File: config.mk
export PLATFORM = sky130hd
export DESIGN_NAME = mem_burst_splitter_flat
export DESIGN_NICKNAME = d
export VERILOG_FILES = /design/src/rtl/mem_burst_splitter_pkg.sv /design/src/rtl/mem_burst_splitter_if.sv /design/src/rtl/mem_burst_splitter_calc.sv /design/src/rtl/mem_burst_splitter.sv /design/src/flat_wrapper.sv
export SDC_FILE = /design/constraint.sdc
export NUM_CORES = 1
export LEC_CHECK = 0
export CAP_MARGIN = 5
export CORE_MARGIN = 5
export CORE_UTILIZATION = 50
export DETAILED_ROUTE_END_ITERATION = 16
export GPL_TIMING_DRIVEN = 0
export PLACE_DENSITY = 0.78
export REMOVE_ABC_BUFFERS = 1
export SETUP_SLACK_MARGIN = 0.3
export SYNTH_ARGS = -nofsm -noshare
export SYNTH_HDL_FRONTEND = slang
export SYNTH_SLANG_ARGS = --single-unit
File: constraint.sdc
create_clock -name clk_mem -period 6.4 [get_ports clk_mem]
set_input_delay 1.28 -clock clk_mem [delete_from_list [all_inputs] [get_ports clk_mem]]
set_output_delay 1.28 -clock clk_mem [all_outputs]
set_load 0.03 [all_outputs]
File: src/rtl/mem_burst_splitter_pkg.sv
// Shared types and constants for the memory command path that feeds memory_controller.
// Beat size is fixed here; the minus-one length encoding lives in beats_to_len.
package mem_ctrl_pkg;

  localparam int BEAT_BYTES  = 16;
  localparam int BEAT_SHIFT  = 4;
  localparam int ADDR_W      = 32;
  localparam int LEN_W       = 16;
  localparam int BURST_LEN_W = 8;
  localparam int CHUNK_W     = 9;

  typedef enum logic [1:0] {
    ST_IDLE  = 2'd0,
    ST_ISSUE = 2'd1,
    ST_HALT  = 2'd2
  } state_e;

  // 256 beats encodes as 8'hFF; callers never pass 0 while a burst is presented.
  function automatic logic [BURST_LEN_W-1:0] beats_to_len(input logic [CHUNK_W-1:0] beats);
    return BURST_LEN_W'(beats - CHUNK_W'(1));
  endfunction

endpackage

File: src/rtl/mem_burst_splitter_if.sv
// Request and controller-command channels of the burst splitter.
// slave is the splitter side; master is the user/controller side.
interface mem_burst_splitter_if;
  import mem_ctrl_pkg::*;

  logic                   req_valid;
  logic                   req_ready;
  logic [ADDR_W-1:0]      req_addr;
  logic                   req_write;
  logic [LEN_W-1:0]       req_len;
  logic                   req_done;

  logic                   cmd_valid;
  logic                   cmd_ready;
  logic [ADDR_W-1:0]      cmd_addr;
  logic                   cmd_write;
  logic [BURST_LEN_W-1:0] cmd_burst_len;

  modport slave (
    input  req_valid, req_addr, req_write, req_len, cmd_ready,
    output req_ready, req_done, cmd_valid, cmd_addr, cmd_write, cmd_burst_len
  );

  modport master (
    output req_valid, req_addr, req_write, req_len, cmd_ready,
    input  req_ready, req_done, cmd_valid, cmd_addr, cmd_write, cmd_burst_len
  );

endinterface

File: src/rtl/mem_burst_splitter_calc.sv
// Combinational burst sizing: smallest of remaining beats, MAX_BURST and the
// beats left before the next BOUNDARY-byte address boundary.
module mem_burst_calc
  import mem_ctrl_pkg::*;
#(
  parameter int MAX_BURST = 64,
  parameter int BOUNDARY  = 4096
) (
  input  logic [ADDR_W-1:0]  cur_addr,
  input  logic [LEN_W-1:0]   rem,
  output logic [CHUNK_W-1:0] chunk
);

  localparam logic [ADDR_W:0]   BND      = (ADDR_W+1)'(BOUNDARY);
  localparam logic [ADDR_W-1:0] BND_MASK = ADDR_W'(BOUNDARY - 1);
  localparam logic [ADDR_W:0]   MAX_B    = (ADDR_W+1)'(MAX_BURST);

  logic [ADDR_W:0] room;
  logic [ADDR_W:0] lim;

  // One extra bit so an address sitting exactly on a boundary yields a full BOUNDARY of room.
  always_comb begin
    room  = (BND - {1'b0, cur_addr & BND_MASK}) >> BEAT_SHIFT;
    lim   = {{(ADDR_W+1-LEN_W){1'b0}}, rem};
    if (lim > MAX_B) lim = MAX_B;
    if (room < lim)  lim = room;
    chunk = lim[CHUNK_W-1:0];
  end

endmodule

File: src/rtl/mem_burst_splitter.sv
// Splits user requests into controller bursts bounded by MAX_BURST and BOUNDARY.
// Gated by calibration_done; any controller error parks the FSM in HALT until reset.
module mem_burst_splitter
  import mem_ctrl_pkg::*;
#(
  parameter int MAX_BURST = 64,
  parameter int BOUNDARY  = 4096
) (
  input  logic                clk_mem,
  input  logic                rst_n,
  input  logic                calibration_done,
  input  logic                error,
  output logic                busy,
  output logic                err_halt,
  mem_burst_splitter_if.slave bus
);

  state_e            state_q, state_d;
  logic [ADDR_W-1:0] cur_addr_q, cur_addr_d;
  logic [LEN_W-1:0]  rem_q, rem_d;
  logic              dir_q, dir_d;
  logic              null_done_q, null_done_d;
  logic              err_halt_q, err_halt_d;

  logic [CHUNK_W-1:0] chunk;
  logic               req_ready_c;
  logic               cmd_fire;
  logic               last_fire;

  mem_burst_calc #(
    .MAX_BURST (MAX_BURST),
    .BOUNDARY  (BOUNDARY)
  ) u_calc (
    .cur_addr (cur_addr_q),
    .rem      (rem_q),
    .chunk    (chunk)
  );

  always_ff @(posedge clk_mem or negedge rst_n) begin
    if (!rst_n) begin
      state_q     <= ST_IDLE;
      cur_addr_q  <= '0;
      rem_q       <= '0;
      dir_q       <= 1'b0;
      null_done_q <= 1'b0;
      err_halt_q  <= 1'b0;
    end else begin
      state_q     <= state_d;
      cur_addr_q  <= cur_addr_d;
      rem_q       <= rem_d;
      dir_q       <= dir_d;
      null_done_q <= null_done_d;
      err_halt_q  <= err_halt_d;
    end
  end

  always_comb begin
    state_d     = state_q;
    cur_addr_d  = cur_addr_q;
    rem_d       = rem_q;
    dir_d       = dir_q;
    null_done_d = 1'b0;
    err_halt_d  = err_halt_q | error;
    last_fire   = 1'b0;
    req_ready_c = (state_q == ST_IDLE) && calibration_done && !err_halt_q;
    cmd_fire    = (state_q == ST_ISSUE) && bus.cmd_ready;

    case (state_q)
      ST_IDLE: begin
        if (bus.req_valid && req_ready_c) begin
          cur_addr_d = bus.req_addr & ~ADDR_W'(BEAT_BYTES - 1);
          rem_d      = bus.req_len;
          dir_d      = bus.req_write;
          if (bus.req_len == '0) null_done_d = 1'b1;
          else                   state_d     = ST_ISSUE;
        end
      end
      ST_ISSUE: begin
        if (cmd_fire) begin
          cur_addr_d = cur_addr_q + (ADDR_W'(chunk) << BEAT_SHIFT);
          rem_d      = rem_q - LEN_W'(chunk);
          if (rem_q == LEN_W'(chunk)) begin
            state_d   = ST_IDLE;
            last_fire = 1'b1;
          end
        end
      end
      ST_HALT: ;
      default: state_d = ST_HALT;
    endcase

    // Abort wins over everything except the address/remaining update of a coincident handshake.
    if (error) begin
      state_d     = ST_HALT;
      null_done_d = 1'b0;
    end
  end

  assign bus.req_ready     = req_ready_c;
  assign bus.req_done      = null_done_q | (last_fire & ~error);
  assign bus.cmd_valid     = (state_q == ST_ISSUE);
  assign bus.cmd_addr      = cur_addr_q;
  assign bus.cmd_write     = dir_q;
  assign bus.cmd_burst_len = (state_q == ST_ISSUE) ? beats_to_len(chunk) : '0;
  assign busy              = (state_q == ST_ISSUE);
  assign err_halt          = err_halt_q;

endmodule

File: src/flat_wrapper.sv
// flat-port wrapper written by rule: the top's interface ports become plain ports
module mem_burst_splitter_flat import mem_ctrl_pkg::*;
#(
  parameter int MAX_BURST = 64,
  parameter int BOUNDARY  = 4096
)
  (clk_mem, rst_n, calibration_done, error, busy, err_halt, bus_req_valid, bus_req_addr, bus_req_write, bus_req_len, bus_cmd_ready, bus_req_ready, bus_req_done, bus_cmd_valid, bus_cmd_addr, bus_cmd_write, bus_cmd_burst_len);
  mem_burst_splitter_if bus_i ();
  input  logic clk_mem;
  input  logic rst_n;
  input  logic calibration_done;
  input  logic error;
  output logic busy;
  output logic err_halt;
  input wire logic [$bits(bus_i.req_valid)-1:0] bus_req_valid;
  input wire logic [$bits(bus_i.req_addr)-1:0] bus_req_addr;
  input wire logic [$bits(bus_i.req_write)-1:0] bus_req_write;
  input wire logic [$bits(bus_i.req_len)-1:0] bus_req_len;
  input wire logic [$bits(bus_i.cmd_ready)-1:0] bus_cmd_ready;
  output wire logic [$bits(bus_i.req_ready)-1:0] bus_req_ready;
  output wire logic [$bits(bus_i.req_done)-1:0] bus_req_done;
  output wire logic [$bits(bus_i.cmd_valid)-1:0] bus_cmd_valid;
  output wire logic [$bits(bus_i.cmd_addr)-1:0] bus_cmd_addr;
  output wire logic [$bits(bus_i.cmd_write)-1:0] bus_cmd_write;
  output wire logic [$bits(bus_i.cmd_burst_len)-1:0] bus_cmd_burst_len;
  assign bus_i.req_valid = bus_req_valid;
  assign bus_i.req_addr = bus_req_addr;
  assign bus_i.req_write = bus_req_write;
  assign bus_i.req_len = bus_req_len;
  assign bus_i.cmd_ready = bus_cmd_ready;
  assign bus_req_ready = bus_i.req_ready;
  assign bus_req_done = bus_i.req_done;
  assign bus_cmd_valid = bus_i.cmd_valid;
  assign bus_cmd_addr = bus_i.cmd_addr;
  assign bus_cmd_write = bus_i.cmd_write;
  assign bus_cmd_burst_len = bus_i.cmd_burst_len;
  mem_burst_splitter #(.MAX_BURST(MAX_BURST), .BOUNDARY(BOUNDARY)) u_core (.clk_mem(clk_mem), .rst_n(rst_n), .calibration_done(calibration_done), .error(error), .busy(busy), .err_halt(err_halt), .bus(bus_i));
endmodule
# ---- After elaboration in Yosys (flattened, before gate mapping)
# Cells that the tools add are included.
dict set report classes {
  addsub 4
  n_mul 0
  n_div 0
  order_cmp 2
  eq_ne 10
  n_shift 0
  n_mux 22
  bitwise 4
  n_reduce_logical 11
}
# cell count
set op_table {}
lappend op_table {{32-bit two-way mux} 2}
lappend op_table {{32-bit one-hot mux with 2 select lines} 1}
lappend op_table {{16-bit two-way mux} 3}
lappend op_table {{32-bit by 13-bit adder with 32-bit output} 1}
lappend op_table {{16-bit one-hot mux with 2 select lines} 1}
lappend op_table {{29-bit by 16-bit < comparator with 1-bit output} 1}
lappend op_table {{16-bit by 9-bit equality test with 1-bit output} 1}
lappend op_table {{16-bit by 7-bit > comparator with 1-bit output, second input constant} 1}
lappend op_table {{16-bit zero test} 1}
lappend op_table {{16-bit by 9-bit subtractor with 16-bit output} 1}
lappend op_table {{13-bit by 12-bit subtractor with 14-bit output, first input constant} 1}
lappend op_table {{2-bit two-way mux} 5}
lappend op_table {{9-bit two-way mux} 1}
lappend op_table {{8-bit two-way mux} 1}
lappend op_table {{8-bit by 1-bit subtractor with 8-bit output, second input constant} 1}
lappend op_table {{1-bit two-way mux} 7}
lappend op_table {{3-bit by 2-bit inequality test with 1-bit output, second input constant} 2}
lappend op_table {{3-bit inequality test, second input constant} 2}
lappend op_table {{2-bit one-hot mux with 3 select lines} 1}
lappend op_table {{5-bit AND reduction} 1}
lappend op_table {{1-bit logical AND} 4}
lappend op_table {{2-bit inequality test, second input constant} 2}
lappend op_table {{3-bit AND reduction} 1}
lappend op_table {{2-bit by 1-bit equality test with 1-bit output, second input constant} 1}
lappend op_table {{9 further kinds} 10}
dict set report word_totals {
  ff_bits 53
  latchBits 0
  ramBits 0
  rom_bits 0
  inputBits 55
  output_inout_bits 46
  elab_cells 59
  mem_count 0
}

# ---- Longest topological paths before layout
# Gate-level depths: netlist (run 1).
dict set report logic_depth {
  word_depth 10
  depth_mapped 26
  mapped_depth_nobuf 21
}

# ---- Modules after synthesis
# Synthesis (run 1) repeated with hierarchy kept, for this count alone.
dict set report hier_totals {
  hier_cells 532
  hier_area_um2 4246.6
}
# mod instances cells_per_inst area_per_inst_um2 seq_area_each_um2
set modules_own_cells {}
lappend modules_own_cells {mem_burst_splitter 1 456 3699.8 1226.2}
lappend modules_own_cells {mem_burst_calc 1 76 546.8 0.0}

# ---- Worst setup path after synthesis (run 1)
# Ideal clock, no wire load.
dict set report synth_path {
  kind {reg2out}
  startpoint {reg u_core.cur_addr_q[4], in the netlist u_core.bus.cmd_addr[4]}
  endpoint {out bus_req_done}
  arrival_ns 5.133
  required_ns 5.120
  slack_ns -0.013
  stages_incl_launch_ff 21
  n_path_buf 3
  cell_sequence {dfrtp_1 clkbuf_1 inv_1 ha_1 nor3b_1 xnor2_1 ha_1 a41o_1 a21oi_1 a2bb2oi_2 buf_2 nand2_1 clkbuf_1 nand3_1 o21ai_0 ha_1 nand4_1 a211oi_1 nand3_1 or4_1 o31ai_1}
}
dict set report synth_via {
  elab_chain_len 9
}
# element line_no
set synth_lines {}
lappend synth_lines {{start: declaration} mem_burst_splitter.sv:19} ;# logic [ADDR_W-1:0] cur_addr_q, cur_addr_d;
lappend synth_lines {{start signal: assignment} mem_burst_splitter.sv:49} ;# cur_addr_q <= cur_addr_d;
lappend synth_lines {{13-bit by 12-bit subtractor with 14-bit output *} mem_burst_splitter_calc.sv:23} ;# room = (BND - {1'b0, cur_addr & BND_MASK}) >> BEAT_SHIFT;
lappend synth_lines {{29-bit by 16-bit < comparator with 1-bit output} mem_burst_splitter_calc.sv:26} ;# if (room < lim) lim = room;
lappend synth_lines {{9-bit two-way mux *} mem_burst_splitter_calc.sv:26}
lappend synth_lines {{16-bit by 9-bit equality test with 1-bit output *} mem_burst_splitter.sv:82} ;# if (rem_q == LEN_W'(chunk)) begin
lappend synth_lines {{1-bit two-way mux *} mem_burst_splitter.sv:82}
lappend synth_lines {{1-bit two-way mux *} mem_burst_splitter.sv:79} ;# if (cmd_fire) begin
lappend synth_lines {{1-bit two-way mux *} mem_burst_splitter.sv:68} ;# case (state_q)
lappend synth_lines {{1-bit AND *} mem_burst_splitter.sv:100} ;# assign bus.req_done = null_done_q | (last_fire & ~error);
lappend synth_lines {{1-bit bitwise OR *} mem_burst_splitter.sv:100}
lappend synth_lines {{end: declaration} flat_wrapper.sv:21} ;# output wire logic [$bits(bus_i.req_done)-1:0] bus_req_done;
# Every way passes the cells marked *; elsewhere a longest branch is shown, timed or not.

# ---- Final worst setup path (run 1)
dict set report layout_path {
  startpoint {reg u_core.rem_q[0]}
  endpoint {out bus_req_done}
}
dict set report layout_via {
  elab_chain_len 10
}
# element line_no
set layout_lines {}
lappend layout_lines {{start: declaration} mem_burst_splitter.sv:20} ;# logic [LEN_W-1:0] rem_q, rem_d;
lappend layout_lines {{start signal: assignment} mem_burst_splitter.sv:50} ;# rem_q <= rem_d;
lappend layout_lines {{16-bit by 7-bit > comparator with 1-bit output} mem_burst_splitter_calc.sv:25} ;# if (lim > MAX_B) lim = MAX_B;
lappend layout_lines {{16-bit two-way mux} mem_burst_splitter_calc.sv:25}
lappend layout_lines {{29-bit by 16-bit < comparator with 1-bit output} mem_burst_splitter_calc.sv:26}
lappend layout_lines {{9-bit two-way mux} mem_burst_splitter_calc.sv:26}
lappend layout_lines {{16-bit by 9-bit equality test with 1-bit output *} mem_burst_splitter.sv:82}
lappend layout_lines {{1-bit two-way mux *} mem_burst_splitter.sv:82}
lappend layout_lines {{1-bit two-way mux *} mem_burst_splitter.sv:79}
lappend layout_lines {{1-bit two-way mux *} mem_burst_splitter.sv:68}
lappend layout_lines {{1-bit AND *} mem_burst_splitter.sv:100}
lappend layout_lines {{1-bit bitwise OR *} mem_burst_splitter.sv:100}
# Marked as above.

==> metrics, run 1 <==
run status finished clean; count of pins over their slew limit 0; insertion delay to the later sink of the worst-skew pair 0.31 ns; total negative slack for setup checks 0 ns; number of global-route vias before repair 5153; ratio of final minimum period to clock period 94.21%; placed wire-length estimate after detailed placement 10980 um; synthesized-area fraction occupied by adder cells 6.216%; MaxCap Viol Count 0; global-route wire length before repair 25030 um; number of buffers added to fix hold violations after cts 0; endpoint class of the critical path primary output; post-synthesis sequential area ratio 25.49%; worst slack after detailed placement -1.199 ns; maximum single-stage delay on the critical path 0.58 ns; data required time of the critical path 5.12 ns; H-tree depth 2; Core ar. 9328 um2; worst setup skew after layout 0.006028 ns; slowest library cell on the worst path sky130_fd_sc_hd__or4_4; maximum VDD drop 0.1122 mV; cell accounting for the most synthesized area sky130_fd_sc_hd__dfrtp_1; xor and xnor area share after synthesis 4.369%; type of the most critical hold path reg -> reg; Logic pwr share 48.2%; total wirelength of the detailed-routed design 15690 um; summed instance area of the synthesized netlist 4811 um2; DRC violation count after routing 0; pin count of the biggest net entering global routing 42; type of element launching the critical path flip-flop; worst setup slack after layout 0.3707 ns; total net switching power 0.4507 mW; drt initial violations 369; overall track demand over capacity in global routing 26.13%; Die Area 11680 um2; routed vias/inst 6.405; internal power component 0.6439 mW; leading register cell type out of synthesis sky130_fd_sc_hd__dfrtp_1; arrival time at the worst endpoint 4.75 ns; relative area change from synthesis to final layout 28.71%; Peak Freq 0.1659 GHz; Clk pwr share 17.9%; clock transition at the registers of the reported paths 0.09 ns; final hold slack 0.5002 ns; PnR Total Power 1.095 mW; switching power share of the total 41.18%; utilization after layout 66.39%; WL/cell 18.84 um; Simple-Gate Fraction of Synth Area 28.87%; count of input and output buffers 92; count of warnings emitted by yosys 0; count of boundary I/O pins 101; n_diodes 0; routability-driven placement congestion ratio 0.9096; final-report hold violation count 0; number of sinks driven by the clock tree 49; main combinational cell family by area after synthesis simple AND/OR/NAND/NOR gates; NumNets Final 778; share of final-layout standard cells stronger than drive strength 1 13.78%; share of power burned in registers 33.8%; Post-synth top cells sky130_fd_sc_hd__nand2_1, sky130_fd_sc_hd__nor2_1, sky130_fd_sc_hd__dfrtp_1; cell types occupying the most area after synthesis sky130_fd_sc_hd__dfrtp_1, sky130_fd_sc_hd__nand2_1, sky130_fd_sc_hd__nor2_1; final setup fails 0; CTS tree done; complex-gate fraction of the synthesized area 27.67%; Detail Route Antenna Nets 0; slew margin rel. 15.41%; buffer depth of the longest clock path 2; CP Class reg -> out; Leakage Power 2.446 nW; clock period minus worst slack 6.029 ns; post-synthesis cell count 628; TritonRoute pass-1 iters 7; area share of the largest cell type after synthesis 25.49%; root buffer cell sky130_fd_sc_hd__clkbuf_8; highest net fanout along the worst path 7; Congestion Overflow GR 0; total clock buffers created by CTS 5; Initial Utilization 51.58%; count of flip-flops with a built-in enable after synthesis 0; per-instance average area after synthesis 7.661 um2; die width 108.1 um; power per cell area 176.8 nW/um2; antenna violations before repair 0; setup repair after global routing missed its margin no; chain of cells forming the critical path or3_4, o41ai_4, buf_4, nand3_1, ha_4, a41o_1, a21oi_4, a2bb2oi_4, buf_4, buf_4, a21oi_1, o21ai_1, or3b_4, or4_4, o31ai_2, buf_4; die height 108.1 um; proportion of register bits with asynchronous set or reset after synthesis 100.0%; number of vias in the routed layout 5335; count of distinct cell types in the synthesized netlist 79; post-synthesis sequential element count 49; mux share of post-synthesis cell area 0.6502%; slew at the pin closest to its max-slew limit 1.261 ns; Crit path top cell by count sky130_fd_sc_hd__buf_4; Core Rows 35
sequential cells by signal, indices dropped and copies added (netlist names):
register / count
u_core.bus.cmd_addr: 28
u_core.bus.cmd_write: 1
u_core.err_halt: 1
u_core.null_done_q: 1
u_core.rem_q: 16
u_core.state_q: 2
critical path: cells and delay by family (launching register included):
family                     cells  cell delay, ns
buffers and inverters          4            0.72
adders and majority gates      1            0.30
DFF                            1            0.46
and+or+nand+nor                4            1.61
AOI/OAI and AO/OA              7            1.34
cells in the final DEF (no fill, tap or decap), types with 3 or more instances in the layout:
cell | netlist | routed
sky130_fd_sc_hd__o21ai_0 | 29 | 25
sky130_fd_sc_hd__o211ai_1 | 8 | 8
sky130_fd_sc_hd__dfrtp_1 | 49 | 42
sky130_fd_sc_hd__and3_1 | 27 | 25
sky130_fd_sc_hd__a22oi_1 | 4 | 4
sky130_fd_sc_hd__ha_1 | 19 | 15
sky130_fd_sc_hd__nand2_1 | 65 | 63
sky130_fd_sc_hd__o21a_1 | 9 | 8
sky130_fd_sc_hd__nor4_1 | 5 | 4
sky130_fd_sc_hd__or3_1 | 9 | 9
sky130_fd_sc_hd__a211oi_1 | 8 | 8
sky130_fd_sc_hd__a21oi_1 | 43 | 40
sky130_fd_sc_hd__o22ai_1 | 8 | 8
sky130_fd_sc_hd__nand3b_1 | 6 | 6
sky130_fd_sc_hd__nand3_1 | 25 | 24
sky130_fd_sc_hd__xnor2_1 | 17 | 14
sky130_fd_sc_hd__a311oi_1 | 7 | 7
sky130_fd_sc_hd__xor2_1 | 7 | 6
sky130_fd_sc_hd__clkdlybuf4s50_1 | 0 | 87
sky130_fd_sc_hd__or2_2 | 3 | 3
sky130_fd_sc_hd__buf_4 | 6 | 20
sky130_fd_sc_hd__o21bai_1 | 3 | 3
sky130_fd_sc_hd__o21ai_1 | 0 | 3
sky130_fd_sc_hd__nor2_1 | 65 | 61
sky130_fd_sc_hd__a21o_1 | 6 | 6
sky130_fd_sc_hd__dfrtp_2 | 0 | 7
sky130_fd_sc_hd__a31oi_1 | 15 | 15
sky130_fd_sc_hd__ha_4 | 0 | 3
sky130_fd_sc_hd__nor3_1 | 21 | 20
sky130_fd_sc_hd__and2_1 | 10 | 9
sky130_fd_sc_hd__clkbuf_8 | 0 | 6
sky130_fd_sc_hd__conb_1 | 2 | 6
sky130_fd_sc_hd__o311a_1 | 3 | 3
sky130_fd_sc_hd__and4_1 | 6 | 6
sky130_fd_sc_hd__nand4_1 | 11 | 11
sky130_fd_sc_hd__maj3_1 | 5 | 5
sky130_fd_sc_hd__nand2b_1 | 5 | 4
sky130_fd_sc_hd__nor3_2 | 2 | 3
sky130_fd_sc_hd__inv_1 | 19 | 18
cells by family (layout without fill, tap and decap cells):
kind of cell | Yosys count | count (layout)
muxes | 3 | 3
other | 2 | 6
xor gates and xnor gates | 24 | 24
DFF | 49 | 49
and+or+nand+nor | 273 | 273
buffers and inverters | 69 | 141
adders and majority gates | 25 | 25
AOI/OAI and AO/OA | 183 | 183
per-stage QoR:
| step | instances | instance area [um2] |
|---|---|---|
| CTS | 824 | 5983 |
| finish | 833 | 6192 |
| global placement | 804 | 5667 |
| global route | 833 | 6192 |
| floorplan | 583 | 4584 |
| detailed placement | 807 | 5722 |
what timing repair did:
| item | 4_1_cts | 5_1_grt |
|---|---|---|
| gates cloned | 0 | 0 |
| pin swaps | 7 | 5 |
| setup endpoints to repair | 31 | 11 |
| buffers inserted | 10 | 9 |
| resized for setup | 38 | 27 |
area by class of cell:
class | count | area (um2)
flip-flops and latches | 49 | 1235
clock inverters | 1 | 7.507
inverters | 20 | 75.07
clock buffers | 6 | 82.58
well taps | 129 | 161.4
repair buffers | 114 | 1110
multi-input cells | 514 | 3521
fillers | 807 | 3136
final timing paths:
path	start	slack [ns]	to	cells after the start
setup / recovery	u_core.rem_q[0]	0.37	bus_req_done	16
hold / removal	u_core.bus.cmd_write	0.50	u_core.bus.cmd_write	2
hold reg to reg	u_core.bus.cmd_write	0.50	u_core.bus.cmd_write	2
max in group asynchronous	rst_n	4.95	u_core.bus.cmd_addr[8]	2
setup reg to reg	u_core.rem_q[0]	0.82	u_core.bus.cmd_addr[14]	21
min in group asynchronous	rst_n	0.90	u_core.state_q[0]	1
routing by layer:
metal	up-vias	track usage, %	wire [um]
met5	-	0	0
met4	0	9.378	403
met3	39	3.164	1228
met2	276	44.05	7624
met1	2543	34.48	6437
li1	2477	-	-
power by group through the flow:
| stage | combinational (mW) | clock, mW | sequential (mW) |
|---|---|---|---|
| 3_5_place_dp | 0.461 | 0 | 0.374 |
| 2_1_floorplan | 0.297 | 0 | 0.389 |
| 3_3_place_gp | 0.446 | 0 | 0.373 |
| 6_report | 0.528 | 0.196 | 0.370 |
| 5_1_grt | 0.566 | 0.212 | 0.374 |
| 4_1_cts | 0.492 | 0.199 | 0.366 |
No activity file was read; power rests on OpenSTA's default activity.
==> inputs of run 2 (changes only) <==
- CORE_ASPECT_RATIO: unset -> 0.5
- SETUP_SLACK_MARGIN: 0.3 -> 0.05
==> metrics, run 2 (synthesis results as in run 1) <==
run status finished with violations; violated checks negative setup slack; number of sinks driven by the clock tree 49; setup repair after global routing missed its margin yes; Crit path top cell by count sky130_fd_sc_hd__buf_4; most frequent cells in the layout sky130_fd_sc_hd__clkdlybuf4s50_1, sky130_fd_sc_hd__nand2_1, sky130_fd_sc_hd__nor2_1; overall track demand over capacity in global routing 25.55%; share of power burned in registers 31.6%; max FFs per register 28; final hold slack 0.4868 ns; slowest library cell on the worst path sky130_fd_sc_hd__dfrtp_2; maximum VDD drop 0.1202 mV; root buffer cell sky130_fd_sc_hd__clkbuf_16; share of final-layout standard cells stronger than drive strength 1 11.22%; worst setup skew after layout 0.005454 ns; Core ar. 9415 um2; internal power component 0.7034 mW; WL/cell 18.63 um; clock period minus worst slack 6.418 ns; final non-filler cell area 6150 um2; Logic pwr share 43.3%; CTS tree done; insertion delay to the later sink of the worst-skew pair 0.30 ns; Leakage Power 2.475 nW; CP Class reg -> out; total negative slack for setup checks -0.01752 ns; slew margin rel. 17.87%; NumNets Final 777; chain of cells forming the critical path or3_4, o41ai_4, and2_4, nand2_1, ha_1, a41o_1, a21oi_4, a2bb2oi_4, buf_4, and3_1, inv_1, ha_2, nand4_1, a211oi_1, nand3_1, or4_4, o31ai_2, buf_4; routed vias/inst 6.369; highest net fanout along the worst path 6; endpoint class of the critical path primary output; count of input and output buffers 92; Core Rows 25; arrival time at the worst endpoint 5.14 ns; Clk pwr share 25.1%; total clock buffers created by CTS 5; drt initial violations 567; slew at the pin closest to its max-slew limit 1.224 ns; ratio of final minimum period to clock period 100.3%; H-tree depth 2; Initial Utilization 51.10%; type of element launching the critical path flip-flop; final-report hold violation count 0; clock transition at the registers of the reported paths 0.07 ns; PnR Total Power 1.169 mW; number of vias in the routed layout 5344; worst setup slack after layout -0.01752 ns; count of pins over their slew limit 0; Layout fillers 813; pin count of the biggest net entering global routing 38; switching power share of the total 39.81%; antenna violations before repair 0; buffer depth of the longest clock path 2; utilization after layout 65.32%; number of buffers added to fix hold violations after cts 0; MaxCap Viol Count 0; power per cell area 190.0 nW/um2; DRC violation count after routing 0; data required time of the critical path 5.12 ns; most common cell after layout, fill and taps aside sky130_fd_sc_hd__clkdlybuf4s50_1; Peak Freq 0.1558 GHz; global-route wire length before repair 24760 um; routability-driven placement congestion ratio 0.9627; relative area change from synthesis to final layout 27.83%; n_diodes 0; Die Area 11800 um2; placed wire-length estimate after detailed placement 10880 um; Detail Route Antenna Nets 0; die width 148.7 um; area after detailed placement 5742 um2; total net switching power 0.4652 mW; final setup fails 1; count of boundary I/O pins 101; type of the most critical hold path reg -> reg; number of global-route vias before repair 4897; TritonRoute pass-1 iters 5; maximum single-stage delay on the critical path 0.46 ns; Congestion Overflow GR 0; die height 79.36 um; total wirelength of the detailed-routed design 15630 um
## run 2: layout make-up
| cell class | instances | area, um2 | area share (%) |
|---|---|---|---|
| well taps | 135 | 168.9 | 2.747 |
| clock buffers | 6 | 138.9 | 2.258 |
| flip-flops and latches | 49 | 1231 | 20.02 |
| clock inverters | 2 | 17.52 | 0.2848 |
| multi-input cells | 514 | 3405 | 55.36 |
| repair buffers | 113 | 1114 | 18.11 |
| inverters | 20 | 75.07 | 1.221 |
## run 2: final timing paths
path / start / endpoint / slack, ns / cells past startpoint
min in group asynchronous: rst_n / u_core.bus.cmd_addr[22] / 1.01 / 1
hold reg to reg: u_core.bus.cmd_write / u_core.bus.cmd_write / 0.49 / 2
max in group asynchronous: rst_n / u_core.bus.cmd_addr[7] / 4.81 / 2
hold / removal: u_core.bus.cmd_write / u_core.bus.cmd_write / 0.49 / 2
setup reg to reg: u_core.rem_q[0] / u_core.bus.cmd_addr[14] / 0.43 / 20
setup / recovery: u_core.rem_q[0] / bus_req_done / -0.02 / 18
## run 2: timing repair
item                                    CTS  global route
pin swaps                                 2             4
endpoints found under the setup margin   27             9
gates cloned                              0             0
buffers inserted                          3            15
gates resized for setup                  24            16
## run 2: metrics by stage
step,setup WS [ns],instances
2_1_floorplan,0.02316,583
3_3_place_gp,-1.158,810
3_5_place_dp,-1.238,813
4_1_cts,-0.03749,824
5_1_grt,-0.1956,839
6_report,-0.01752,839
## run 2: power by group through the flow
stage	Sequential, mW	Combinational [mW]	Clock (mW)
finish	0.369	0.506	0.293
global route	0.372	0.544	0.308
CTS	0.369	0.474	0.296
detailed placement	0.375	0.458	0
global placement	0.374	0.450	0
floorplan	0.389	0.297	0
## run 2: per-layer routing
metal	GRT usage, %	wire [um]	vias to the layer above
met3	3.307	1248	25
met2	42.01	7236	306
met5	0	0	-
met4	6.175	260	0
met1	35.86	6884	2540
li1	-	-	2473
## run 2: critical path: cells and delay by family (launching register included)
kind | cells | cell delay, ns
AND/OR/NAND/NOR | 7 | 1.70
buffers and inverters | 3 | 0.44
adder cells (fa/ha/maj) | 2 | 0.69
flip-flops | 1 | 0.46
AO/OA/AOI/OAI | 6 | 1.54
==> inputs of run 3 (changes only) <==
- clock period: 6.4 -> 6.3 ns (I/O delays scaled with it)
==> metrics, run 3 (synthesis results as in run 1) <==
WL/cell 18.79 um; endpoint class of the critical path primary output; chain of cells forming the critical path or3_4, o41ai_4, buf_4, nand3_1, ha_4, a41o_1, a21oi_4, a2bb2oi_4, buf_4, and3_1, inv_1, ha_2, nand4_1, a211oi_2, nand3_1, or4_4, o31ai_2, buf_4; ratio of final minimum period to clock period 98.90%; Detail Route Antenna Nets 0; antenna violations before repair 0; total net switching power 0.4761 mW; arrival time at the worst endpoint 4.97 ns; Logic pwr share 43.5%; H-tree depth 2; data required time of the critical path 5.04 ns; TritonRoute pass-1 iters 5; slowest library cell on the worst path sky130_fd_sc_hd__dfrtp_2; Core ar. 9415 um2; type of the most critical hold path reg -> reg; count of input and output buffers 92; DRC violation count after routing 0; power per cell area 193.6 nW/um2; CP Class reg -> out; pin count of the biggest net entering global routing 38; maximum VDD drop 0.1204 mV; final hold slack 0.4850 ns; Layout fillers 815; NumNets Final 769; Die Area 11800 um2; most common cell after layout, fill and taps aside sky130_fd_sc_hd__clkdlybuf4s50_1; count of boundary I/O pins 101; insertion delay to the later sink of the worst-skew pair 0.30 ns; relative area change from synthesis to final layout 27.88%; internal power component 0.7149 mW; most frequent cells in the layout sky130_fd_sc_hd__clkdlybuf4s50_1, sky130_fd_sc_hd__nand2_1, sky130_fd_sc_hd__nor2_1; buffer depth of the longest clock path 2; slew margin rel. 18.22%; count of pins over their slew limit 0; final non-filler cell area 6152 um2; Peak Freq 0.1605 GHz; global-route wire length before repair 24810 um; Initial Utilization 51.10%; final setup fails 0; CTS tree done; share of power burned in registers 31.5%; share of final-layout standard cells stronger than drive strength 1 10.78%; worst slack after detailed placement -1.318 ns; final-report hold violation count 0; highest net fanout along the worst path 6; die height 79.36 um; placed wire-length estimate after detailed placement 10880 um; type of element launching the critical path flip-flop; n_diodes 0; number of sinks driven by the clock tree 49; routed vias/inst 6.341; area after detailed placement 5742 um2; max FFs per register 28; setup repair after global routing missed its margin yes; MaxCap Viol Count 0; combined flip-flop and latch cell area 1232 um2; Congestion Overflow GR 0; number of vias in the routed layout 5269; clock transition at the registers of the reported paths 0.07 ns; Crit path top cell by count sky130_fd_sc_hd__buf_4; switching power share of the total 39.98%; maximum single-stage delay on the critical path 0.47 ns; overall track demand over capacity in global routing 25.61%; Clk pwr share 25.0%; root buffer cell sky130_fd_sc_hd__clkbuf_16; routability-driven placement congestion ratio 0.9627; number of global-route vias before repair 4912; total wirelength of the detailed-routed design 15610 um; Multi-input gate area 3456 um2; Leakage Power 2.482 nW; drt initial violations 551; die width 148.7 um; clock period minus worst slack 6.231 ns; total clock buffers created by CTS 5; worst setup skew after layout 0.004181 ns; slew at the pin closest to its max-slew limit 1.219 ns; Core Rows 25; run status finished clean; worst setup slack after layout 0.06931 ns
## run 3: cell types whose count changed in the layout (fill, tap and decap cells not counted), moves of 2 or more
cell                              before  now
sky130_fd_sc_hd__clkdlybuf4s50_1      89   87
sky130_fd_sc_hd__dlymetal6s2s_1        1    3
sky130_fd_sc_hd__buf_4                17   11
sky130_fd_sc_hd__clkbuf_2              2    0
## run 3: cell type report
class	count	share of cell area, %
inverter	20	1.220
multi-input combinational	514	56.17
sequential	49	20.03
tap	135	2.746
clock buffer	6	2.257
clock inverter	2	0.2847
timing repair buffer	105	17.29
## run 3: power groups by stage
stage          Combinational (mW)  Sequential [mW]  Clock (mW)
6_report                    0.518            0.376       0.298
5_1_grt                     0.557            0.379       0.312
3_3_place_gp                0.458            0.380           0
4_1_cts                     0.486            0.373       0.300
2_1_floorplan               0.302            0.395           0
3_5_place_dp                0.465            0.381           0
## run 3: path summary, 6_finish.rpt
check | startpoint | endpoint | slack (ns) | depth (start not counted)
worst max-delay path | u_core.rem_q[0] | bus_req_done | 0.07 | 18
worst min-delay path | u_core.bus.cmd_write | u_core.bus.cmd_write | 0.49 | 2
worst max register to register | u_core.rem_q[0] | u_core.bus.cmd_addr[14] | 0.53 | 21
worst min register to register | u_core.bus.cmd_write | u_core.bus.cmd_write | 0.49 | 2
max in group asynchronous | rst_n | u_core.bus.cmd_addr[12] | 4.72 | 2
min in group asynchronous | rst_n | u_core.state_q[1] | 1.00 | 1
## run 3: critical path: cells and delay by family (launching register included)
kind	cells	cell delay, ns
AND/OR/NAND/NOR	6	1.52
adder cells (fa/ha/maj)	2	0.68
buffers and inverters	4	0.63
flip-flops	1	0.47
AO/OA/AOI/OAI	6	1.40
## run 3: metrics by stage
stage                     util [%]  instances  power, mW  TNS [ns]
after floorplan                  -        583     0.6969  -0.05684
after global placement       60.27        810     0.8371    -8.903
after detailed placement     60.98        813     0.8456    -6.733
after CTS                    63.76        826      1.159         0
after global routing         65.34        831      1.248  -0.06697
final                        65.34        831      1.191         0
## run 3: repair_timing
item / CTS / global route
buffers inserted: 5 / 5
setup endpoints to repair: 28 / 13
pin swaps: 3 / 1
hold buffers: 0 / 0
resized for setup: 28 / 21
## run 3: metal layers
metal / global-route usage [%] / share of wire [%] / up-vias
met5: 0 / 0 / -
met4: 6.267 / 1.7 / 0
met3: 3.934 / 8.1 / 31
met2: 42.06 / 46 / 258
met1: 35.57 / 44 / 2538
li1: - / - / 2442
